===== config.mk =====
export PLATFORM = sky130hd
export DESIGN_NAME = booth_r4_seq_mult
export DESIGN_NICKNAME = d
export VERILOG_FILES = /design/src/rtl/booth_r4_seq_mult.sv
export SDC_FILE = /design/constraint.sdc
export NUM_CORES = 1
export LEC_CHECK = 0
export BUFFER_PORTS_ARGS = -buffer_cell sky130_fd_sc_hd__buf_2
export CELL_PAD_IN_SITES_DETAIL_PLACEMENT = 1
export CELL_PAD_IN_SITES_GLOBAL_PLACEMENT = 1
export CORE_MARGIN = 4
export CORE_UTILIZATION = 44
export DETAILED_ROUTE_END_ITERATION = 10
export HOLD_SLACK_MARGIN = 0.15
export PLACE_DENSITY_LB_ADDON = 0.1
export SLEW_MARGIN = 20
export SYNTH_ARGS = -nofsm -noshare
export SYNTH_HDL_FRONTEND = slang
export SYNTH_SLANG_ARGS = --single-unit

===== constraint.sdc =====
create_clock -name clk -period 5.1 [get_ports clk]
set_clock_uncertainty 0.15 [all_clocks]
set_input_delay 0.765 -clock clk [delete_from_list [all_inputs] [get_ports clk]]
set_output_delay 0.765 -clock clk [all_outputs]
set_load 0.01 [all_outputs]

===== src/rtl/booth_r4_seq_mult.sv =====
// booth_r4_seq_mult: sequential radix-4 Booth multiplier, one recoded partial product per clock, per-operand sign mode
module booth_r4_seq_mult #(
  parameter int W = 8
) (
  input  logic           clk,
  input  logic           rst,
  input  logic           start,
  input  logic           a_signed,
  input  logic           b_signed,
  input  logic [W-1:0]   a,
  input  logic [W-1:0]   b,
  output logic           busy,
  output logic           done,
  output logic [2*W-1:0] prod
);
  localparam int N  = W / 2 + 1;
  localparam int CW = $clog2(N);
  typedef enum logic {IDLE, RUN} state_t;
  state_t         state;
  logic [2*W+3:0] a_sh, acc, op, sum;
  logic [W+2:0]   b_sh;
  logic [CW-1:0]  cnt;
  logic [2:0]     t;
  logic           neg;
  assign busy = (state == RUN);
  always_comb begin
    t   = b_sh[2:0];
    neg = t[2] & ~(t[1] & t[0]);
    op  = (t == 3'b000 || t == 3'b111) ? '0 : (t == 3'b011 || t == 3'b100) ? a_sh << 1 : a_sh;
    sum = acc + (neg ? ~op : op) + {{(2*W+3){1'b0}}, neg};
  end
  always_ff @(posedge clk) begin
    if (rst) begin
      state <= IDLE;
      done  <= 1'b0;
      prod  <= '0;
      acc   <= '0;
      cnt   <= '0;
      a_sh  <= '0;
      b_sh  <= '0;
    end else begin
      done <= 1'b0;
      if (state == IDLE) begin
        if (start) begin
          state <= RUN;
          a_sh  <= {{(W+4){a_signed & a[W-1]}}, a};
          b_sh  <= {{2{b_signed & b[W-1]}}, b, 1'b0};
          acc   <= '0;
          cnt   <= '0;
        end
      end else begin
        acc  <= sum;
        a_sh <= a_sh << 2;
        b_sh <= b_sh >> 2;
        cnt  <= (cnt == CW'(N-1)) ? '0 : cnt + 1'b1;
        if (cnt == CW'(N-1)) begin
          state <= IDLE;
          done  <= 1'b1;
          prod  <= sum[2*W-1:0];
        end
      end
    end
  end
endmodule


Word level (Yosys, flattened, before mapping). Index checks and enable logic that the tools add are counted.

$add $sub $neg: 3. Bitwise gates (word level): 7. Mux-type cells: 16. Reductions and logical operators: 7. Equality and inequality tests: 4.

Operators by type and width (count): two-way mux 20 bit (7); adder 20 x 1 -> 20 bit (1); adder 20 bit (1); inverter 20 bit (1); two-way mux 9 bit (2); == test 3 bit, second input constant (3); two-way mux 3 bit (3); bitwise AND 1 bit (4); two-way mux 1 bit (4); OR reduction 2 bit (2); adder 3 x 1 -> 3 bit, second input constant (1); == test 3 x 2 -> 1 bit, second input constant (1); logical NOT 3 bit (1); logical OR 1 bit (2); inverter 1 bit (2); AND reduction 2 bit (1); nonzero test 2 bit (1).

Input bits: 21. Logic and storage cells: 46. Output and inout port bits: 18. Bits in registers: 71.

Longest topological paths before layout. Gate-level depths: netlist of the first run.

Word-level depth: 9. Mapped depth: 14. Mapped depth without buffers: 11.

Worst setup path before layout of the first run. No wires, ideal clock.

Kind: register -> register. Start point: reg b_sh[2]. End point: reg acc[14]. Library setup time: 0.122 ns. Path buffers: 2. Stages on the path, launching flop included: 12. Clock period less this slack: 3.619 ns. Data required time: 4.828 ns. Path slack: 1.481 ns. Arrival: 3.347 ns. Path through: dfxtp_1 -> clkbuf_1 -> clkbuf_1 -> xor2_1 -> a221o_1 -> fa_1 -> a21o_1 -> a221oi_4 -> nand4b_1 -> a41o_1 -> nor4b_4 -> a311o_1.

Word-level cells in the longest chain between the ends: 9. Elaborated cells between the ends (all ways): 14. Classes of those cells: 2 x add/sub; 3 x eq/ne; 4 x mux; 2 x bitwise; 3 x reduce/logical.

Ends and longest elaborated chain: start: declaration (RTL line 21) `logic [W+2:0] b_sh;`; start signal: assignment (RTL line 47) `b_sh <= {{2{b_signed & b[W-1]}}, b, 1'b0};`; start signal: assignment (RTL line 54) `b_sh <= b_sh >> 2;`; == test 3 x 2 -> 1 bit or == test 3 bit (tied branches) (RTL line 29) `op = (t == 3'b000 || t == 3'b111) ? '0 : (t == 3'b011 || t == 3'b100) ? a_sh << 1 : a_sh;`; logical OR 1 bit (RTL line 29); two-way mux 20 bit (2 in series) (RTL line 29); inverter 20 bit (RTL line 30) `sum = acc + (neg ? ~op : op) + {{(2*W+3){1'b0}}, neg};`; two-way mux 20 bit (RTL line 30); adder 20 bit (RTL line 30); adder 20 x 1 -> 20 bit * (RTL line 30); two-way mux 20 bit * (RTL line 43) `if (state == IDLE) begin`; end signal: assignment (RTL line 52) `acc <= sum;`; end: declaration (RTL line 20) `logic [2*W+3:0] a_sh, acc, op, sum;`.

Every way passes the cells marked *; elsewhere a longest branch is shown, timed or not. A chain may end at the register's enable or synchronous reset.

Worst setup path after layout of the first run.
Start point: reg b_sh[2]. End point: reg acc[13].

The elaborated chain is that of the path after synthesis.

==> summary.txt, run 1 <==
Yosys
  – Mean area per synthesized cell: 8.10 sq um
  – Ys flop type: dfxtp_1
  – Mapped Cells: 467
  – Async SR Flop Fraction: 0
  – Warnings from Yosys: 0
  – Yosys reg bits: 63
  – Post-synth EDFFs: 0
  – Synthesized area: 3780 sq um
  – Synth Net Count: 506
  – Sequential area share after synthesis: 0.333
  – Yosys cell types: 56

Route
  – DRT Wirelength: 10.7 mm
  – WL/cell: 17.9 microns
  – Vias: 3497
  – DRC errors left: 0
  – Initial drt markers: 126
  – Antenna viol nets, final: 0
  – Via density per instance: 5.87
  – DRT Pass-1 Iters: 4

Clocking
  – CTS tree: built
  – Setup Fix Bufs, Post-CTS: 0
  – Post_cts resized: 0
  – CTS Buf Count: 9
  – Reg clk slew, reported paths: 80 ps
  – H-Tree Depth: 3
  – Cts hold-fix bufs: 0
  – Clk buf depth: 2
  – Sink Count: 63
  – Clk Latency, worst-skew pair: 350 ps
  – CTS root buf: clkbuf_8

Worst setup path
  – CP max FO: 21
  – Worst path arrival time: 4120 ps
  – Worst EP required: 5180 ps
  – FF-to-FF Start: b_sh[2]$_SDFFE_PP0P_
  – Cell depth of the worst flop-to-flop path: 9
  – Crit Path Class: reg -> reg
  – Worst setup SP type: flip-flop
  – Worst R2R End: acc[13]$_SDFFE_PP0P_
  – Internal reg-to-reg setup slack: 1060 ps
  – Critical path capture point type: flip-flop

Global routing
  – First-pass GRT wire length: 17.9 mm
  – Grt total ovfl: 0
  – Vias in the first global route: 3640
  – Largest net degree at the start of global routing: 57
  – Total GRT Usage: 0.223
  – Initial antenna violation count: 0

Final layout
  – Commonest non-fill, non-tap cell in the layout: dfxtp_1
  – # fillers: 1030
  – P&R area growth vs syn: 10.5%
  – Ant. Diodes: 0
  – Commonest cells after routing, fill and taps aside: dfxtp_1, nor2_1, a21oi_1
  – Ratio of cells with drive above 1 in the final layout: 0.141
  – Final #Nets: 525

STA
  – Final hold vios: 0
  – Final setup TNS: 0 ps
  – Setup Viol. Count Final: 0
  – Hold_ws: 304 ps
  – Tmin final: 4040 ps
  – Unrepaired setup endpoints after global routing: no
  – Final worst-path setup slack: 1060 ps
  – Final period util: 0.792
  – Pins Over Slew Limit: 0
  – Max_slew headroom: 0.356
  – Fmax: 0.248 GHz
  – Tightest Pin Transition: 963 ps

Hold path
  – Hold endpoint: prod[6]$_SDFFE_PP0P_
  – Critical hold path startpoint: prod[6]$_SDFFE_PP0P_
  – Hold path cells: 2
  – Hold Crit Class: reg -> reg

Flow run
  – Max-cap violation count: 0

Floorplanning
  – Die width: 101 microns
  – Core area: 8300 sq um
  – Starting Density: 0.456
  – Die Span Y: 101 microns
  – Site Rows: 33
  – I/O pins: 39
  – Die ar.: 10100 sq um

Place
  – Port-buffer cells: 38
  – Final HPWL DP: 7.43 mm
  – Post-Place Worst Slack: 1070 ps
  – RePlAce Congestion: 0.834

Power
  – Clock Power Share: 0.358
  – P_sw: 0.344 mW
  – Cell Int Power: 0.766 mW
  – Pleak: 1.93 nW
  – Sequential power share: 0.479
  – PnR Total Power: 1.11 mW
  – Comb power frac: 0.163
  – Max VDD drop: 122 uV
  – Power density cells: 266 nW/um^2
  – Sw frac: 0.310

Status
  – Status: complete, no violations
## cells by family (layout without fill, tap and decap cells)
family | Yosys count | in the layout | synth area share
compound gates | 131 | 131 | 0.230
xor+xnor | 24 | 24 | 0.0556
fa+ha+maj | 18 | 18 | 0.0615
buf+inv | 43 | 67 | 0.0456
flops | 63 | 63 | 0.333
mux | 17 | 17 | 0.0450
simple gates | 171 | 171 | 0.229
## registers in the layout, indices dropped and copies added (netlist names)
name	cells
acc	16
done	1
cnt	3
prod	16
busy	1
a_sh	16
b_sh	10
## stage by stage
stage	area, sq um	utilization	cells
after global routing	4180	0.504	596
after CTS	4170	0.503	596
after detailed placement	4000	0.482	580
final	4180	0.504	596
after global placement	4000	0.482	580
after floorplan	3780	-	467
## power by group through the flow
stage          Combinational (mW)  Clock, mW  Sequential [mW]
2_1_floorplan               0.139          0            0.532
3_3_place_gp                0.172          0            0.541
3_5_place_dp                0.180          0            0.542
4_1_cts                     0.181      0.404            0.531
5_1_grt                     0.202      0.426            0.534
6_report                    0.181      0.398            0.531
## per-layer routing
layer	global-route usage	share of wire	wire, microns	up-vias
met5	0	0	0	-
met4	0.0819	0.019	205	0
met1	0.286	0.48	5080	1689
met2	0.376	0.48	5070	60
li1	-	-	-	1732
met3	0.0346	0.029	311	16
## area by class of cell
type                       count  area [sq um]  area share
clock buffer                  11           141      0.0338
clock inverter                 5          33.8     0.00808
inverter                       9          33.8     0.00808
multi-input combinational    361          2360       0.564
sequential                    63          1260       0.302
tap                          105           131      0.0314
timing repair buffer          42           220      0.0527
## how the worst max path moves through the flow
stage,start,end,slack [ps],depth (start not counted)
floorplan,b_sh[2]$_SDFFE_PP0P_,acc[14]$_SDFFE_PP0P_,1480,11
global placement,b_sh[2]$_SDFFE_PP0P_,acc[14]$_SDFFE_PP0P_,1150,9
detailed placement,b_sh[2]$_SDFFE_PP0P_,acc[14]$_SDFFE_PP0P_,1070,9
CTS,b_sh[2]$_SDFFE_PP0P_,acc[14]$_SDFFE_PP0P_,1070,9
global route,b_sh[2]$_SDFFE_PP0P_,acc[13]$_SDFFE_PP0P_,740,10
finish,b_sh[2]$_SDFFE_PP0P_,acc[13]$_SDFFE_PP0P_,1060,9
## cell usage after synthesis (3+ instances only)
| master | number | area [sq um] |
|---|---|---|
| nand3_1 | 20 | 100 |
| and3_1 | 16 | 100 |
| xor2_1 | 20 | 175 |
| a221o_1 | 14 | 140 |
| nand4_1 | 3 | 18.8 |
| buf_1 | 7 | 26.3 |
| nand3b_1 | 10 | 75.1 |
| a311o_1 | 3 | 30.0 |
| nor4_1 | 3 | 18.8 |
| clkbuf_1 | 23 | 86.3 |
| a31o_2 | 3 | 26.3 |
| xnor2_1 | 4 | 35.0 |
| buf_2 | 3 | 15.0 |
| o211ai_1 | 5 | 37.5 |
| dfxtp_1 | 63 | 1260 |
| ha_1 | 17 | 213 |
| a31oi_1 | 5 | 31.3 |
| nand2_1 | 26 | 97.6 |
| mux2i_1 | 17 | 170 |
| nor2_1 | 61 | 229 |
| a21o_1 | 4 | 30.0 |
| a21oi_1 | 59 | 295 |
| inv_1 | 9 | 33.8 |
| or3_1 | 3 | 18.8 |
| nor3_1 | 9 | 45.0 |
| o21ai_0 | 16 | 80.1 |
| o21a_1 | 3 | 22.5 |
| a211oi_1 | 5 | 37.5 |
## critical path, stage by stage, from the launching register on
cell and delay (ps):
dfxtp_1 920, and3b_1 440, a221o_1 430, ha_1 370
a21oi_1 340, o21ai_0 160, a31o_2 320, or3b_2 470
o211ai_1 200, o21ai_0 120
(Power assumes the default switching activity.)
==> inputs of run 2 (changes only) <==
==> constraint.sdc (replaced) <==
create_clock -name clk -period 4 [get_ports clk]
set_clock_uncertainty 0.15 [all_clocks]
set_input_delay 0.6 -clock clk [delete_from_list [all_inputs] [get_ports clk]]
set_output_delay 0.6 -clock clk [all_outputs]
set_load 0.01 [all_outputs]
==> summary.txt, run 2 (synthesis results as in run 1) <==
Place
  – Inst Count DP: 585
  – Dpl cell area: 4040 sq um
  – Port-buffer cells: 38
  – Post-Place Worst Slack: 506 ps
  – RePlAce Congestion: 0.860
  – Final HPWL DP: 7.44 mm

Route
  – DRT Wirelength: 10.5 mm
  – Vias: 3542
  – Via density per instance: 5.90
  – Antenna viol nets, final: 0
  – DRT Pass-1 Iters: 4
  – DRC errors left: 0
  – Initial drt markers: 116
  – WL/cell: 17.5 microns

Worst setup path
  – Slowest stage cell, crit path: fa_1
  – Critical path's top delay family: compound AO/OA/AOI/OAI gates
  – Worst setup SP type: flip-flop
  – CP cell instances: buf_4 -> nand2_1 -> nor2_1 -> a221o_1 -> fa_1 -> a21o_1 -> a221oi_4 -> nand4b_1 -> a41o_1 -> nor4b_4 -> a311o_1
  – Worst path bufs/invs: 1
  – Crit Path Class: reg -> reg
  – Worst EP required: 4090 ps
  – Worst path arrival time: 3590 ps
  – CP max FO: 14
  – Critical path capture point type: flip-flop
  – Max incr delay on CP: 450 ps

Status
  – Status: complete, no violations

STA
  – Final hold vios: 0
  – Fmax: 0.286 GHz
  – Tmin final: 3500 ps
  – Max_slew headroom: 0.344
  – Unrepaired setup endpoints after global routing: no
  – Final worst-path setup slack: 498 ps
  – Tightest Pin Transition: 981 ps
  – Final period util: 0.875
  – Final setup TNS: 0 ps
  – Setup Viol. Count Final: 0
  – Pins Over Slew Limit: 0

Clocking
  – H-Tree Depth: 3
  – CTS tree: built
  – Post_cts resized: 0
  – Setup Fix Bufs, Post-CTS: 0
  – Sink Count: 63
  – Reg clk slew, reported paths: 70 ps
  – CTS root buf: clkbuf_8
  – Clk buf depth: 2
  – Cts hold-fix bufs: 0
  – Clk Latency, worst-skew pair: 350 ps
  – CTS Buf Count: 9

Final layout
  – Commonest non-fill, non-tap cell in the layout: dfxtp_1
  – Largest regs: a_sh: 16 flops, acc: 16 flops, prod: 16 flops
  – Ant. Diodes: 0
  – P&R area growth vs syn: 11.8%
  – Post-route cell area: 4230 sq um
  – Ratio of cells with drive above 1 in the final layout: 0.147
  – Fin cells: 600
  – Commonest cells after routing, fill and taps aside: dfxtp_1, nor2_1, a21oi_1
  – Final #Nets: 530

Floorplanning
  – Site Rows: 33
  – Die width: 101 microns
  – Core area: 8300 sq um
  – Die Span Y: 101 microns
  – I/O pins: 39
  – Die ar.: 10100 sq um
  – Starting Density: 0.456

Global routing
  – Vias in the first global route: 3568
  – Largest net degree at the start of global routing: 56
  – Initial antenna violation count: 0
  – Total GRT Usage: 0.219
  – First-pass GRT wire length: 17.9 mm
  – Grt total ovfl: 0

Power
  – Max VDD drop: 187 uV
  – Pleak: 1.97 nW
  – Power density cells: 350 nW/um^2

Flow run
  – Max-cap violation count: 0

Hold path
  – Hold Crit Class: reg -> reg
-- run 2: worst paths after layout --
kind         slack, ps                 start                   end  depth (start not counted)
min reg2reg        300  prod[4]$_SDFFE_PP0P_  prod[4]$_SDFFE_PP0P_                          2
max                500  b_sh[2]$_SDFFE_PP0P_  acc[14]$_SDFFE_PP0P_                         11
max reg2reg        500  b_sh[2]$_SDFFE_PP0P_  acc[14]$_SDFFE_PP0P_                         11
min                300  prod[4]$_SDFFE_PP0P_  prod[4]$_SDFFE_PP0P_                          2
-- run 2: layer usage --
layer / up-vias / track usage / wire, microns
li1: 1748 / - / -
met3: 14 / 0.0381 / 467
met2: 69 / 0.352 / 4910
met4: 0 / 0.0798 / 188
met5: - / 0 / 0
met1: 1711 / 0.295 / 4940
-- run 2: where the power goes --
group	leakage, nW	switching, mW	internal, mW	total [mW]
registers	0.512	0.0235	0.649	0.673
clock network	0.105	0.258	0.315	0.573
logic	1.35	0.146	0.0897	0.236
total	1.97	0.427	1.05	1.48
-- run 2: area by class of cell --
cell class              count  area, sq um
clock inverters             4         45.0
multi-input cells         361         2350
flip-flops and latches     63         1260
well taps                 105          131
clock buffers              11          151
inverters                   9         33.8
repair buffers             47          258
fillers                  1036         4070
-- run 2: worst min-delay path, delay by kind of cell, from the launching register on --
kind               cells  cell delay (ps)
and+or+nand+nor        1               50
AOI/OAI and AO/OA      1               50
DFF                    1              310
-- run 2: stage by stage --
step | hold WS, ps | util | total power [mW]
4_1_cts | 306 | 0.510 | 1.50
3_5_place_dp | 296 | 0.486 | 0.923
3_3_place_gp | 287 | 0.486 | 0.914
6_report | 302 | 0.510 | 1.48
5_1_grt | 323 | 0.510 | 1.56
2_1_floorplan | 278 | - | 0.856
